File: config.mk
export PLATFORM = sky130hd
export DESIGN_NAME = muldiv_unit
export DESIGN_NICKNAME = d
export VERILOG_FILES = /design/src/rtl/muldiv_pkg.sv /design/src/rtl/muldiv_op_decode.sv /design/src/rtl/muldiv_unit.sv
export SDC_FILE = /design/constraint.sdc
export NUM_CORES = 1
export LEC_CHECK = 0
export ABC_AREA = 1
export CORE_MARGIN = 1.5
export CORE_UTILIZATION = 35
export DETAILED_ROUTE_END_ITERATION = 8
export GPL_TIMING_DRIVEN = 1
export HOLD_SLACK_MARGIN = 0.15
export SYNTH_ARGS = -nofsm -noshare
export SYNTH_HDL_FRONTEND = slang
export SYNTH_SLANG_ARGS = --single-unit
File: constraint.sdc
create_clock -name clk -period 5.4 [get_ports clk]
set_input_delay 0.54 -clock clk [delete_from_list [all_inputs] [get_ports clk]]
set_output_delay 0.54 -clock clk [all_outputs]
set_load 0.01 [all_outputs]
File: src/rtl/muldiv_pkg.sv
// Shared definitions for the M-extension multiply/divide unit:
// funct3 encodings, FSM state encoding and the decoded op-flag layout.
package muldiv_pkg;

    localparam logic [2:0] F3_MUL    = 3'b000;
    localparam logic [2:0] F3_MULH   = 3'b001;
    localparam logic [2:0] F3_MULHSU = 3'b010;
    localparam logic [2:0] F3_MULHU  = 3'b011;
    localparam logic [2:0] F3_DIV    = 3'b100;
    localparam logic [2:0] F3_DIVU   = 3'b101;
    localparam logic [2:0] F3_REM    = 3'b110;
    localparam logic [2:0] F3_REMU   = 3'b111;

    typedef enum logic [1:0] {
        IDLE = 2'd0,
        CALC = 2'd1,
        FIX  = 2'd2,
        DONE = 2'd3
    } state_t;

    typedef struct packed {
        logic is_div;
        logic signed_a;
        logic signed_b;
        logic want_high;
        logic want_rem;
    } op_flags_t;

endpackage

File: src/rtl/muldiv_op_decode.sv
// Combinational funct3 decoder producing the operation flags latched at accept.
module muldiv_op_decode
    import muldiv_pkg::*;
(
    input  logic [2:0] funct3,
    output op_flags_t  flags_c
);

    always_comb begin
        flags_c = '0;
        case (funct3)
            F3_MUL:    ;
            F3_MULH:   begin flags_c.signed_a = 1'b1; flags_c.signed_b = 1'b1; flags_c.want_high = 1'b1; end
            F3_MULHSU: begin flags_c.signed_a = 1'b1; flags_c.want_high = 1'b1; end
            F3_MULHU:  flags_c.want_high = 1'b1;
            F3_DIV:    begin flags_c.is_div = 1'b1; flags_c.signed_a = 1'b1; flags_c.signed_b = 1'b1; end
            F3_DIVU:   flags_c.is_div = 1'b1;
            F3_REM:    begin flags_c.is_div = 1'b1; flags_c.signed_a = 1'b1; flags_c.signed_b = 1'b1; flags_c.want_rem = 1'b1; end
            F3_REMU:   begin flags_c.is_div = 1'b1; flags_c.want_rem = 1'b1; end
            default:   flags_c = '0;
        endcase
    end

endmodule

File: src/rtl/muldiv_unit.sv
// Iterative RV32M/RV64M multiply/divide unit: shift-add multiplier and
// restoring divider, one bit per cycle, with a 1-cycle path for div special cases.
module muldiv_unit
    import muldiv_pkg::*;
#(
    parameter int unsigned XLEN  = 32,
    parameter int unsigned CNT_W = $clog2(XLEN) + 1
) (
    input  logic            clk,
    input  logic            reset,
    input  logic            in_valid,
    output logic            in_ready,
    input  logic [2:0]      funct3,
    input  logic [XLEN-1:0] src_a,
    input  logic [XLEN-1:0] src_b,
    input  logic            flush,
    output logic            out_valid,
    input  logic            out_ready,
    output logic [XLEN-1:0] result,
    output logic            busy
);

    localparam int unsigned W2 = 2 * XLEN;
    localparam int unsigned RW = XLEN + 1;
    localparam int unsigned TW = XLEN + 2;
    localparam logic [XLEN-1:0] XMIN = {1'b1, {(XLEN-1){1'b0}}};

    state_t          state, state_next;
    logic [CNT_W-1:0] count, count_next;
    logic [W2-1:0]   acc, acc_next;
    logic [RW-1:0]   rem, rem_next;
    logic [XLEN-1:0] mag_b, mag_b_next;
    op_flags_t       flags, flags_next, dec_flags;
    logic            sign_a, sign_a_next, sign_b, sign_b_next;
    logic [XLEN-1:0] result_next;
    logic            out_valid_next;

    muldiv_op_decode u_decode (
        .funct3  (funct3),
        .flags_c (dec_flags)
    );

    // Operand conditioning at accept: magnitudes and special-case detection
    logic            a_neg, b_neg, div_zero, div_ovf;
    logic [XLEN-1:0] mag_a_in, mag_b_in, special_res;
    assign a_neg       = dec_flags.signed_a & src_a[XLEN-1];
    assign b_neg       = dec_flags.signed_b & src_b[XLEN-1];
    assign mag_a_in    = a_neg ? XLEN'(-src_a) : src_a;
    assign mag_b_in    = b_neg ? XLEN'(-src_b) : src_b;
    assign div_zero    = dec_flags.is_div && (src_b == '0);
    assign div_ovf     = dec_flags.is_div && dec_flags.signed_a && (src_a == XMIN) && (src_b == '1);
    assign special_res = div_zero ? (dec_flags.want_rem ? src_a : '1)
                                  : (dec_flags.want_rem ? '0 : XMIN);

    // One iteration of either datapath; acc low half is multiplier or dividend/quotient
    logic [RW-1:0] mul_sum;
    logic [TW-1:0] rem_sh, trial;
    assign mul_sum = {1'b0, acc[W2-1:XLEN]} + (acc[0] ? {1'b0, mag_b} : '0);
    assign rem_sh  = {rem, acc[XLEN-1]};
    assign trial   = rem_sh - {2'b00, mag_b};

    // Sign correction and result selection
    logic            neg;
    logic [W2-1:0]   prod;
    logic [XLEN-1:0] quo, remv, fix_res;
    assign neg     = (flags.is_div && flags.want_rem) ? (flags.signed_a & sign_a)
                   : ((flags.signed_a & sign_a) ^ (flags.signed_b & sign_b));
    assign prod    = neg ? W2'(-acc) : acc;
    assign quo     = neg ? XLEN'(-acc[XLEN-1:0]) : acc[XLEN-1:0];
    assign remv    = neg ? XLEN'(-rem[XLEN-1:0]) : rem[XLEN-1:0];
    assign fix_res = flags.is_div ? (flags.want_rem ? remv : quo)
                                  : (flags.want_high ? prod[W2-1:XLEN] : prod[XLEN-1:0]);

    // Next-state and datapath update
    always_comb begin
        state_next     = state;
        count_next     = count;
        acc_next       = acc;
        rem_next       = rem;
        mag_b_next     = mag_b;
        flags_next     = flags;
        sign_a_next    = sign_a;
        sign_b_next    = sign_b;
        result_next    = result;
        out_valid_next = 1'b0;
        case (state)
            IDLE: begin
                if (in_valid && in_ready && !flush) begin
                    flags_next  = dec_flags;
                    sign_a_next = src_a[XLEN-1];
                    sign_b_next = src_b[XLEN-1];
                    mag_b_next  = mag_b_in;
                    acc_next    = {{XLEN{1'b0}}, mag_a_in};
                    rem_next    = '0;
                    count_next  = CNT_W'(XLEN);
                    if (div_zero || div_ovf) begin
                        result_next = special_res;
                        state_next  = DONE;
                    end else begin
                        state_next  = CALC;
                    end
                end
            end
            CALC: begin
                if (flush) begin
                    state_next = IDLE;
                end else begin
                    count_next = count - CNT_W'(1);
                    if (flags.is_div) begin
                        rem_next = trial[TW-1] ? RW'(rem_sh) : RW'(trial);
                        acc_next = {acc[W2-1:XLEN], acc[XLEN-2:0], ~trial[TW-1]};
                    end else begin
                        acc_next = {mul_sum, acc[XLEN-1:1]};
                    end
                    if (count == CNT_W'(1)) state_next = FIX;
                end
            end
            FIX: begin
                if (flush) begin
                    state_next = IDLE;
                end else begin
                    result_next    = fix_res;
                    out_valid_next = 1'b1;
                    state_next     = DONE;
                end
            end
            DONE: begin
                // A fast-path entry spends one cycle here with out_valid still low
                if (flush || (out_valid && out_ready)) begin
                    state_next = IDLE;
                end else begin
                    out_valid_next = 1'b1;
                end
            end
        endcase
    end

    always_ff @(posedge clk) begin
        if (reset) begin
            state     <= IDLE;
            count     <= '0;
            acc       <= '0;
            rem       <= '0;
            mag_b     <= '0;
            flags     <= '0;
            sign_a    <= 1'b0;
            sign_b    <= 1'b0;
            result    <= '0;
            out_valid <= 1'b0;
            busy      <= 1'b0;
            in_ready  <= 1'b1;
        end else begin
            state     <= state_next;
            count     <= count_next;
            acc       <= acc_next;
            rem       <= rem_next;
            mag_b     <= mag_b_next;
            flags     <= flags_next;
            sign_a    <= sign_a_next;
            sign_b    <= sign_b_next;
            result    <= result_next;
            out_valid <= out_valid_next;
            busy      <= (state_next != IDLE);
            in_ready  <= (state_next == IDLE);
        end
    end

endmodule
* Yosys cells after proc, flatten, opt, wreduce, memory -nomap -nowiden
Index checks and enable logic that the tools add are counted.
** Word-level totals
- Bits in registers :: 179
- Input port bits :: 72
- Word-level logic and storage cells :: 121
** Operators by class
- Add/subtract/negate cells :: 8
- Eq/ne operators :: 19
- Multiplexer cells :: 44
- Bitwise logic cells :: 6
- Reductions and logical operators :: 27
** Operators by type and width (number)
- two-way mux 32 bit :: 14
- two-way mux 64 bit :: 4
- two-way mux 33 bit :: 4
- negator 32 bit :: 4
- one-hot mux 64 bit (2 select lines) :: 1
- one-hot mux 33 bit (2 select lines) :: 1
- == test 32 bit, second input constant :: 2
- negator 64 bit :: 1
- one-hot mux 32 bit (2 select lines) :: 1
- subtractor 34 x 32 -> 34 bit :: 1
- adder 32 x 32 -> 33 bit :: 1
- zero test 32 bit :: 1
- == test 3 bit, second input constant :: 4
- two-way mux 2 bit :: 6
- two-way mux 6 bit :: 2
- inequality test 2 bit, second input constant :: 6
- one-hot mux 6 bit (2 select lines) :: 1
- AND reduction 4 bit :: 3
- logical AND 1 bit :: 8
- two-way mux 1 bit :: 8
- one-hot mux 2 bit (4 select lines) :: 1
- OR reduction 4 bit :: 2
- == test 3 x 2 -> 1 bit, second input constant :: 2
- == test 6 x 1 -> 1 bit, second input constant :: 1
- 16 further kinds :: 25

* Depth between registers and ports, before layout
Gate-level depths: netlist of the first run.
- Depth after elaboration :: 11
- Mapped depth :: 18
- Gate-level depth less buffers :: 17

* Cells and area by module
Synthesis of the first run repeated with hierarchy kept, for this count alone.
** Second synthesis, totals
- Cell total of the unflattened synthesis :: 3229
- Area, all modules :: 18207.5 um2
** Modules (own cells, without submodules)
- muldiv_unit :: instances 1, cells an instance 3217, area each 18148.7 um2, seq. area each 3583.4 um2
- muldiv_op_decode :: instances 1, cells an instance 12, area each 58.8 um2, seq. area each 0.0 um2

* Least setup slack after synthesis of the first run
No wires, ideal clock.
- Kind :: register to register
- Start :: register acc[0]
- End :: register acc[63]
- Setup time :: 0.070 ns
- Data arrival time :: 2.659 ns
- Data required time :: 5.330 ns
- Path slack :: 2.671 ns
- Cell stages (with the launch flop) :: 17
- Clock period less this slack :: 2.729 ns
- Cells stage by stage :: dfxtp_1 > buf_2 > clkbuf_1 > nand2_1 > inv_1 > ha_1 > inv_1 > fa_1 > o21ai_0 > a21oi_1 > o21ai_0 > nand2_1 > nand2_1 > nand3_1 > nand2_1 > nand2_1 > a21oi_1
** On the way
- Longest elaborated chain between the ends :: 5
** RTL lines
- start: declaration :: RTL line muldiv_unit.sv:30 : logic [W2-1:0] acc, acc_next;
- start signal: assignment :: RTL line muldiv_unit.sv:155 : acc <= acc_next;
- two-way mux 32 bit :: RTL line muldiv_unit.sv:58 : assign mul_sum = {1'b0, acc[W2-1:XLEN]} + (acc[0] ? {1'b0, mag_b} : '0);
- adder 32 x 32 -> 33 bit :: RTL line muldiv_unit.sv:58
- two-way mux 64 bit :: RTL line muldiv_unit.sv:109 : if (flags.is_div) begin
- two-way mux 64 bit :: RTL line muldiv_unit.sv:105 : if (flush) begin
- one-hot mux 64 bit (2 select lines) :: RTL line muldiv_unit.sv:86 : case (state)
No other way between the ends. The select of a mux whose other input is x is not followed.
A chain may end at the register's enable or synchronous reset.

* Final worst setup path of the first run
- Start :: register flags[4] (netlist bit)
- End :: register result[3]
** On the way
- Longest elaborated chain between the ends :: 7
** RTL lines
- start: declaration :: RTL line muldiv_unit.sv:33 : op_flags_t flags, flags_next, dec_flags;
- start signal: assignment :: RTL line muldiv_unit.sv:158 : flags <= flags_next;
- logical AND 1 bit :: RTL line muldiv_unit.sv:66 : assign neg = (flags.is_div && flags.want_rem) ? (flags.signed_a & sign_a)
- two-way mux 1 bit :: RTL line muldiv_unit.sv:66
- two-way mux 64 bit (tied with other cells) :: RTL line muldiv_unit.sv:68 : assign prod = neg ? W2'(-acc) : acc;
- two-way mux 32 bit, on equally long branches :: RTL line muldiv_unit.sv:72, muldiv_unit.sv:71
- two-way mux 32 bit (*) :: RTL line muldiv_unit.sv:71 : assign fix_res = flags.is_div ? (flags.want_rem ? remv : quo)
- two-way mux 32 bit (*) :: RTL line muldiv_unit.sv:119 : if (flush) begin
- one-hot mux 32 bit (2 select lines) (*) :: RTL line muldiv_unit.sv:86
- end signal: assignment :: RTL line muldiv_unit.sv:161 : result <= result_next;
- end: declaration :: RTL line muldiv_unit.sv:19 : output logic [XLEN-1:0] result,
Mark *: on every way between the ends. The rest lies on a longest branch, timed or not. The select of a mux whose other input is x is not followed.

==> metrics.md, run 1 <==
| Metric | Value |
|---|---|
| Cell Int Power | `2.50 mW` |
| Asr flop ratio synth | `0` |
| Clock latency on the worst-skew pair | `0.48 ns` |
| Clk sinks | `about 180` |
| CORE AREA | `0.0540 mm2` |
| Die Y | `between 200 and 250 um` |
| Die Wd | `about 240 um` |
| Least-Margin Pin Slew | `1.16 ns` |
| Worst Hold Class | `primary input to register` |
| DRC viols | `0` |
| CTS max path bufs | `2` |
| Via count | `23100` |
| TritonCTS Buffers | `17` |
| First-pass GRT wire length | `120 mm` |
| CTS tree | `yes` |
| Sw power | `1.59 mW` |
| Resized cells post-CTS | `0` |
| Clk_skew | `roughly 0.016 ns` |
| Vias per Instance | `5.38` |
| Synthesized net count | `between 3000 and 4000` |
| Max frequency | `282 MHz` |
| Top sig layer | `met5` |
| Reg power frac | `0.362` |
| Top_reg_cell synth | `dfxtp_1` |
| Sequential-to-total area share from yosys stat | `0.186` |
| Synth top area share | `0.214` |
| HPWL after DPL | `62.6 mm` |
| Port bufs | `106` |
| Period utilization | `0.657` |
| Clock-pin slew on the worst setup and hold paths | `0.08 ns` |
| R2r endpoint | `result[3]` |
| Cell count after synthesis | `about 3600` |
| I/O pins | `around 110` |
| M1 WL | `35.4 mm` |
| Worst hold start | `reset` |
| Hold Path Sink | `out_valid` |
| Setup repair after global routing missed its margin | `no` |
| Yosys warns | `0` |
| Hold Buf Count CTS | `0` |
| Share of layout cells above drive strength 1 | `0.0253` |
| CP startpoint kind | `register` |
| Critical path required time | `5.83 ns` |
| Rel. slew slack | `0.223` |
| Total die area | `0.0564 mm2` |
| Sw Share | `0.388` |
| Setup tns final | `0 ns` |
| Hold Path Depth | `2` |
| Yosys reg bits | `179` |
| Setup crit end kind | `register` |
| Clock Power Share | `0.335` |
| Worst setup margin | `1.85 ns` |
| Antenna-violating nets left | `0` |
| Setup WS pre-CTS | `1.46 ns` |
| Routed WL | `just under 80 mm` |
| Synthesized area | `0.0192 mm2` |
| Comb pwr share | `0.303` |
| Tmin final | `roughly 3.5 ns` |
| DR WL met3 | `about 7.4 mm` |
| Routability Congestion | `1.01` |
| Starting Density | `0.356` |
| Pin count of the biggest net entering global routing | `79` |
| Tot Pwr | `4.08 mW` |
| Crit path kind | `register to register` |
| Setup Fix Bufs, Post-CTS | `0` |
| Final Max Slew Viols | `0` |
| R2R Setup Slk | `1.85 ns` |
| WL/cell | `roughly 18 um` |
| Worst Reg-to-Reg Cells | `15` |
| FF-to-FF Start | `flags[4]` |
| Count leader, synth | `nand2_1` |
| PwrDens | `between 150 and 200 mW/mm2` |
| WP data arrival | `3.98 ns` |
| MaxCap Viol Count | `0` |
| Hold Fails Final Rpt | `0` |
| Maximum VDD drop | `0.225 mV` |
| TritonRoute pass-1 iters | `6` |
| Cell variety after synth | `between 50 and 60` |
| Syn avg cell area | `5.40 um2` |
| Initial antenna violation count | `3` |
| Largest area contributor in the netlist | `nand2_1` |
| EDFF count, synth | `0` |
| CP max FO | `72` |
| All-Layer GR Usage | `0.275` |
| DR iter-0 viols | `2512` |
| CTS H-tree depth | `4` |
| Outcome | `finished, final reports clean` |
| Final setup viols | `0` |
| Grt total ovfl | `0` |
| Met2 WL | `approximately 33 mm` |
| Vias in the first global route | `20400` |
| Top cells by area, synth | `nand2_1 (21%), dfxtp_1 (19%), nand3_1 (11%)` |
| Most instantiated cells after synthesis | `nand2_1 (1095), inv_1 (521), nand3_1 (427), nor2_1 (397), a21oi_1 (236)` |
| Post-layout net count | `3724` |
| Leak pwr | `10.8 nW` |
| Clock root cell | `clkbuf_16` |
| Synthesis-to-finish area growth | `11.1%` |
| Standard-cell rows | `85` |
final cells by class:
class	count	area, um2
fillers	6138	32700
multi-input cells	2723	13100
flip-flops and latches	179	3580
inverters	529	1990
repair buffers	129	1230
well taps	696	871
clock buffers	19	453
clock inverters	13	165
diodes	1	2.50
registers in the layout (all words and copies together) (netlist names):
register and cells:
sign_a 1, result 32, acc 64, count 6
busy 1, state 2, out_valid 1, sign_b 1
flags 5, mag_b 32, in_ready 1, rem 33
power by group through the flow:
stage	registers [mW]	logic, mW	clock network (mW)
after CTS	1.47	1.22	1.38
after global routing	1.48	1.38	1.44
after detailed placement	1.50	1.21	0
final	1.48	1.24	1.37
after floorplan	1.46	0.824	0
after global placement	1.50	1.21	0
worst max-delay path: stages, from the launching register on:
cell     delay, ns
dfxtp_1       0.30
buf_4         0.24
nand2_1       0.23
inv_1         0.18
nor2_1        0.16
nand2_1       0.10
nand2_4       0.58
buf_4         0.44
o21ai_1       0.22
xnor2_1       0.42
nand2_1       0.19
nand2_1       0.10
nand2_1       0.08
nand3_1       0.09
nand2_1       0.07
inv_1         0.05
layout by cell type (no fill, tap or decap), types with 28 or more instances in the layout:
| cell | instances |
|---|---|
| a21oi_1 | 236 |
| a221oi_1 | 35 |
| clkdlybuf4s50_1 | 105 |
| dfxtp_1 | 179 |
| ha_1 | 71 |
| inv_1 | 520 |
| nand2_1 | 1095 |
| nand3_1 | 427 |
| nand4_1 | 49 |
| nor2_1 | 393 |
| nor3_1 | 58 |
| o21ai_0 | 157 |
| xnor2_1 | 28 |
| xor2_1 | 29 |
per-layer routing:
layer	track usage	vias to the layer above
met5	0	-
met2	0.410	953
met4	0.0903	4
li1	-	11500
met1	0.391	10500
met3	0.0595	130
kinds of logic after synthesis:
kind of cell	after synthesis	synth area share
compound gates	506	0.149
flops	179	0.186
buf+inv	661	0.135
simple gates	2087	0.456
xor+xnor	57	0.0259
fa+ha+maj	73	0.0483
worst max path at each step:
stage / startpoint / endpoint / slack [ns]
floorplan: acc[0] / acc[63] / 2.67
global placement: src_b[25] / result[6] / 1.52
detailed placement: src_b[25] / result[3] / 1.46
CTS: flags[4] / result[3] / 1.94
global route: src_b[25] / result[3] / 1.64
finish: flags[4] / result[3] / 1.85
metrics by stage:
stage	hold WS [ns]	util	area (um2)	cells
detailed placement	0.481	0.384	20800	4256
CTS	0.436	0.396	21400	4288
floorplan	0.459	-	19200	3563
global placement	0.476	0.384	20800	4256
global route	0.449	0.396	21400	4288
finish	0.450	0.396	21400	4289
Note: power is estimated with default switching activity, not from simulation.
==> run 2: changes to the inputs <==
- clock period: 5.4 -> 3.5 ns (I/O delays scaled with it)
==> run 2 against run 1 <==
Against the previous run: utilization rose by 0.27 points; final area rose by 0.69%; clock skew rose by 0.00066 ns; first-iteration DRC count rose by 11%; sequential share of layout area fell by 0.11 points; non-clock buffer count rose by 25; clock-buffer cell count rose by 2; routed wire length rose by 1.0%; highest routed layer unchanged; global-route usage rose by 0.16 points; via count rose by 0.82%.
==> metrics.md, run 2 (synthesis gave the netlist of run 1 again) <==
| Metric | Value |
|---|---|
| Slowest cell on the critical path | `o21ai_0 (was nand2_4)` |
| Most used cell, CP | `nand2_1 (unchanged)` |
| Crit. Startpoint | `acc[0] (was flags[4])` |
| Vias per Instance | `5.39 (was 5.38)` |
| Pin count of the biggest net entering global routing | `73 (was 79)` |
| Area occupied by multi-input gates | `0.0131 mm2 (unchanged)` |
| Clk_skew | `0.0169 ns (was 0.0163 ns)` |
| TritonCTS Buffers | `17 (unchanged)` |
| Most common cell after layout, fill and taps aside | `nand2_1 (unchanged)` |
| Post-layout net count | `3749 (was 3724)` |
| Max frequency | `328 MHz (was 282 MHz)` |
| First-pass GRT wire length | `121 mm (was 120 mm)` |
| Most frequent cells in the layout | `nand2_1 (1095), inv_1 (520), nand3_1 (427) (unchanged)` |
| Crit path max-delay family | `simple AND/OR/NAND/NOR gates (unchanged)` |
| Routed WL | `79.7 mm (was 78.9 mm)` |
| Setup WS pre-CTS | `0.532 ns (was 1.46 ns)` |
| CTS H-tree depth | `4 (unchanged)` |
| Tmin final | `3.04 ns (was 3.55 ns)` |
| Share of layout cells above drive strength 1 | `0.0307 (was 0.0253)` |
| Placed insts | `4281 (was 4256)` |
| Clock latency on the worst-skew pair | `0.48 ns (about the same)` |
| Worst setup margin | `0.455 ns (was 1.85 ns)` |
| Critical path required time | `3.87 ns (was 5.83 ns)` |
| Setup crit end kind | `register (unchanged)` |
| Least-Margin Pin Slew | `1.20 ns (was 1.16 ns)` |
| Max reg flops | `64 (unchanged)` |
| HPWL after DPL | `63.2 mm (was 62.6 mm)` |
| CP max FO | `11 (was 72)` |
| Via count | `23300 (was 23100)` |
| Die Wd | `237 um (unchanged)` |
| Standard-cell rows | `85 (unchanged)` |
| Antenna-violating nets left | `0 (unchanged)` |
| Starting Density | `0.356 (unchanged)` |
| Maximum VDD drop | `0.348 mV (was 0.225 mV)` |
| Clock root cell | `clkbuf_16 (unchanged)` |
| Grt total ovfl | `0 (unchanged)` |
| Vias in the first global route | `20700 (was 20400)` |
| Clk sinks | `179 (unchanged)` |
| Setup repair after global routing missed its margin | `no (unchanged)` |
| Die Y | `237 um (unchanged)` |
| Final setup viols | `0 (unchanged)` |
| Total die area | `0.0564 mm2 (unchanged)` |
| CP peak stage delay | `0.59 ns (was 0.58 ns)` |
| CTS tree | `yes (unchanged)` |
| Largest Register | `acc (unchanged)` |
| CP cell instances | `inv_1, ha_1, nand2_1, nor2_2, nand3_1, o21ai_0, nor2_1, o21ai_0, nand2_1, nand2_1, a21oi_1 (was buf_4, nand2_1, inv_1, nor2_1, nand2_1, nand2_4, buf_4, o21ai_1, xnor2_1, nand2_1, nand2_1, nand2_1, nand3_1, nand2_1, inv_1)` |
| WL/cell | `18.5 um (was 18.4 um)` |
| Hold Slack | `0.334 ns (was 0.450 ns)` |
| Setup Fix Bufs, Post-CTS | `0 (unchanged)` |
| Port bufs | `106 (unchanged)` |
| Resized cells post-CTS | `0 (unchanged)` |
| CP startpoint kind | `register (unchanged)` |
| DRC viols | `0 (unchanged)` |
| Clock-pin slew on the worst setup and hold paths | `0.08 ns (about the same)` |
| PwrDens | `288 mW/mm2 (was 191 mW/mm2)` |
| Tot Pwr | `6.21 mW (was 4.08 mW)` |
| Worst hold start | `reset (unchanged)` |
| WP data arrival | `3.42 ns (was 3.98 ns)` |
| Finished Layout Cells | `4313 (was 4289)` |
| TritonRoute pass-1 iters | `7 (was 6)` |
| FF-to-FF Start | `acc[0] (was flags[4])` |
| Largest registers | `acc: 64 flops, rem: 33 flops (unchanged)` |
| Initial antenna violation count | `1 (was 3)` |
| Register area | `0.00358 mm2 (unchanged)` |
| Setup tns final | `0 ns (unchanged)` |
| Worst Hold Class | `primary input to register (unchanged)` |
| Period utilization | `0.870 (was 0.657)` |
| Final Max Slew Viols | `0 (unchanged)` |
| All-Layer GR Usage | `0.277 (was 0.275)` |
| MaxCap Viol Count | `0 (unchanged)` |
| Buffer and inverter count on the worst path | `1 (was 4)` |
| DR iter-0 viols | `2800 (was 2512)` |
| Routability Congestion | `0.989 (was 1.01)` |
| Leak pwr | `10.9 nW (was 10.8 nW)` |
| Synthesis-to-finish area growth | `11.9% (was 11.1%)` |
| Filler cell count | `6159 (was 6138)` |
| Hold Fails Final Rpt | `0 (unchanged)` |
| CORE AREA | `0.0540 mm2 (unchanged)` |
| CTS max path bufs | `2 (unchanged)` |
| Crit path kind | `register to register (unchanged)` |
| Hold Buf Count CTS | `0 (unchanged)` |
| Rel. slew slack | `0.199 (was 0.223)` |
| Outcome | `finished, final reports clean (unchanged)` |
| I/O pins | `107 (unchanged)` |
run 2: cell types whose count changed in the layout (fill, tap and decap cells not counted), sizes merged:
| cell | previous run | this run |
|---|---|---|
| buf | 24 | 49 |
| inv | 532 | 528 |
| clkbuf | 19 | 21 |
| clkinvlp | 1 | 3 |
| clkinv | 7 | 6 |
run 2: routing by layer:
metal,track usage,part of all wire,vias up,wire length [um]
met5,0,0.00016,-,13
met4,0.0849,0.028,2,2210
met3,0.0567,0.089,112,7070
met2,0.425,0.43,955,34200
met1,0.387,0.45,10600,36200
li1,-,-,11600,-
run 2: path summary, 6_finish.rpt:
check / end / slack [ns] / cells past startpoint
setup / recovery: result[0] / 0.46 / 11
hold / removal: out_valid / 0.33 / 2
setup reg to reg: result[0] / 0.46 / 11
hold reg to reg: count[1] / 0.49 / 2
run 2: where the power goes:
part / total [mW] / internal (mW) / switching (mW)
Clock: 1.98 / 1.06 / 0.925
Combinational: 1.95 / 0.624 / 1.32
Sequential: 2.28 / 2.13 / 0.148
Total: 6.21 / 3.81 / 2.40
run 2: per-stage QoR:
stage | cell area (um2) | util
after floorplan | 19200 | -
after detailed placement | 21000 | 0.388
after global placement | 21000 | 0.388
after global routing | 21500 | 0.398
final | 21500 | 0.398
after CTS | 21500 | 0.398
run 2: area by class of cell:
type / count / share of cell area
diodes: 1 / 0.000116
clock buffers: 21 / 0.0205
clock inverters: 10 / 0.00581
inverters: 529 / 0.0923
multi-input cells: 2723 / 0.608
flip-flops and latches: 179 / 0.166
well taps: 696 / 0.0405
repair buffers: 154 / 0.0665
run 2: worst reg2reg max path, stage by stage (launching register included):
cell and delay, ns:
dfxtp_1 0.41, inv_1 0.28, ha_1 0.25, nand2_1 0.11, nor2_2 0.39, nand3_1 0.21
o21ai_0 0.59, nor2_1 0.09, o21ai_0 0.29, nand2_1 0.16, nand2_1 0.11, a21oi_1 0.07
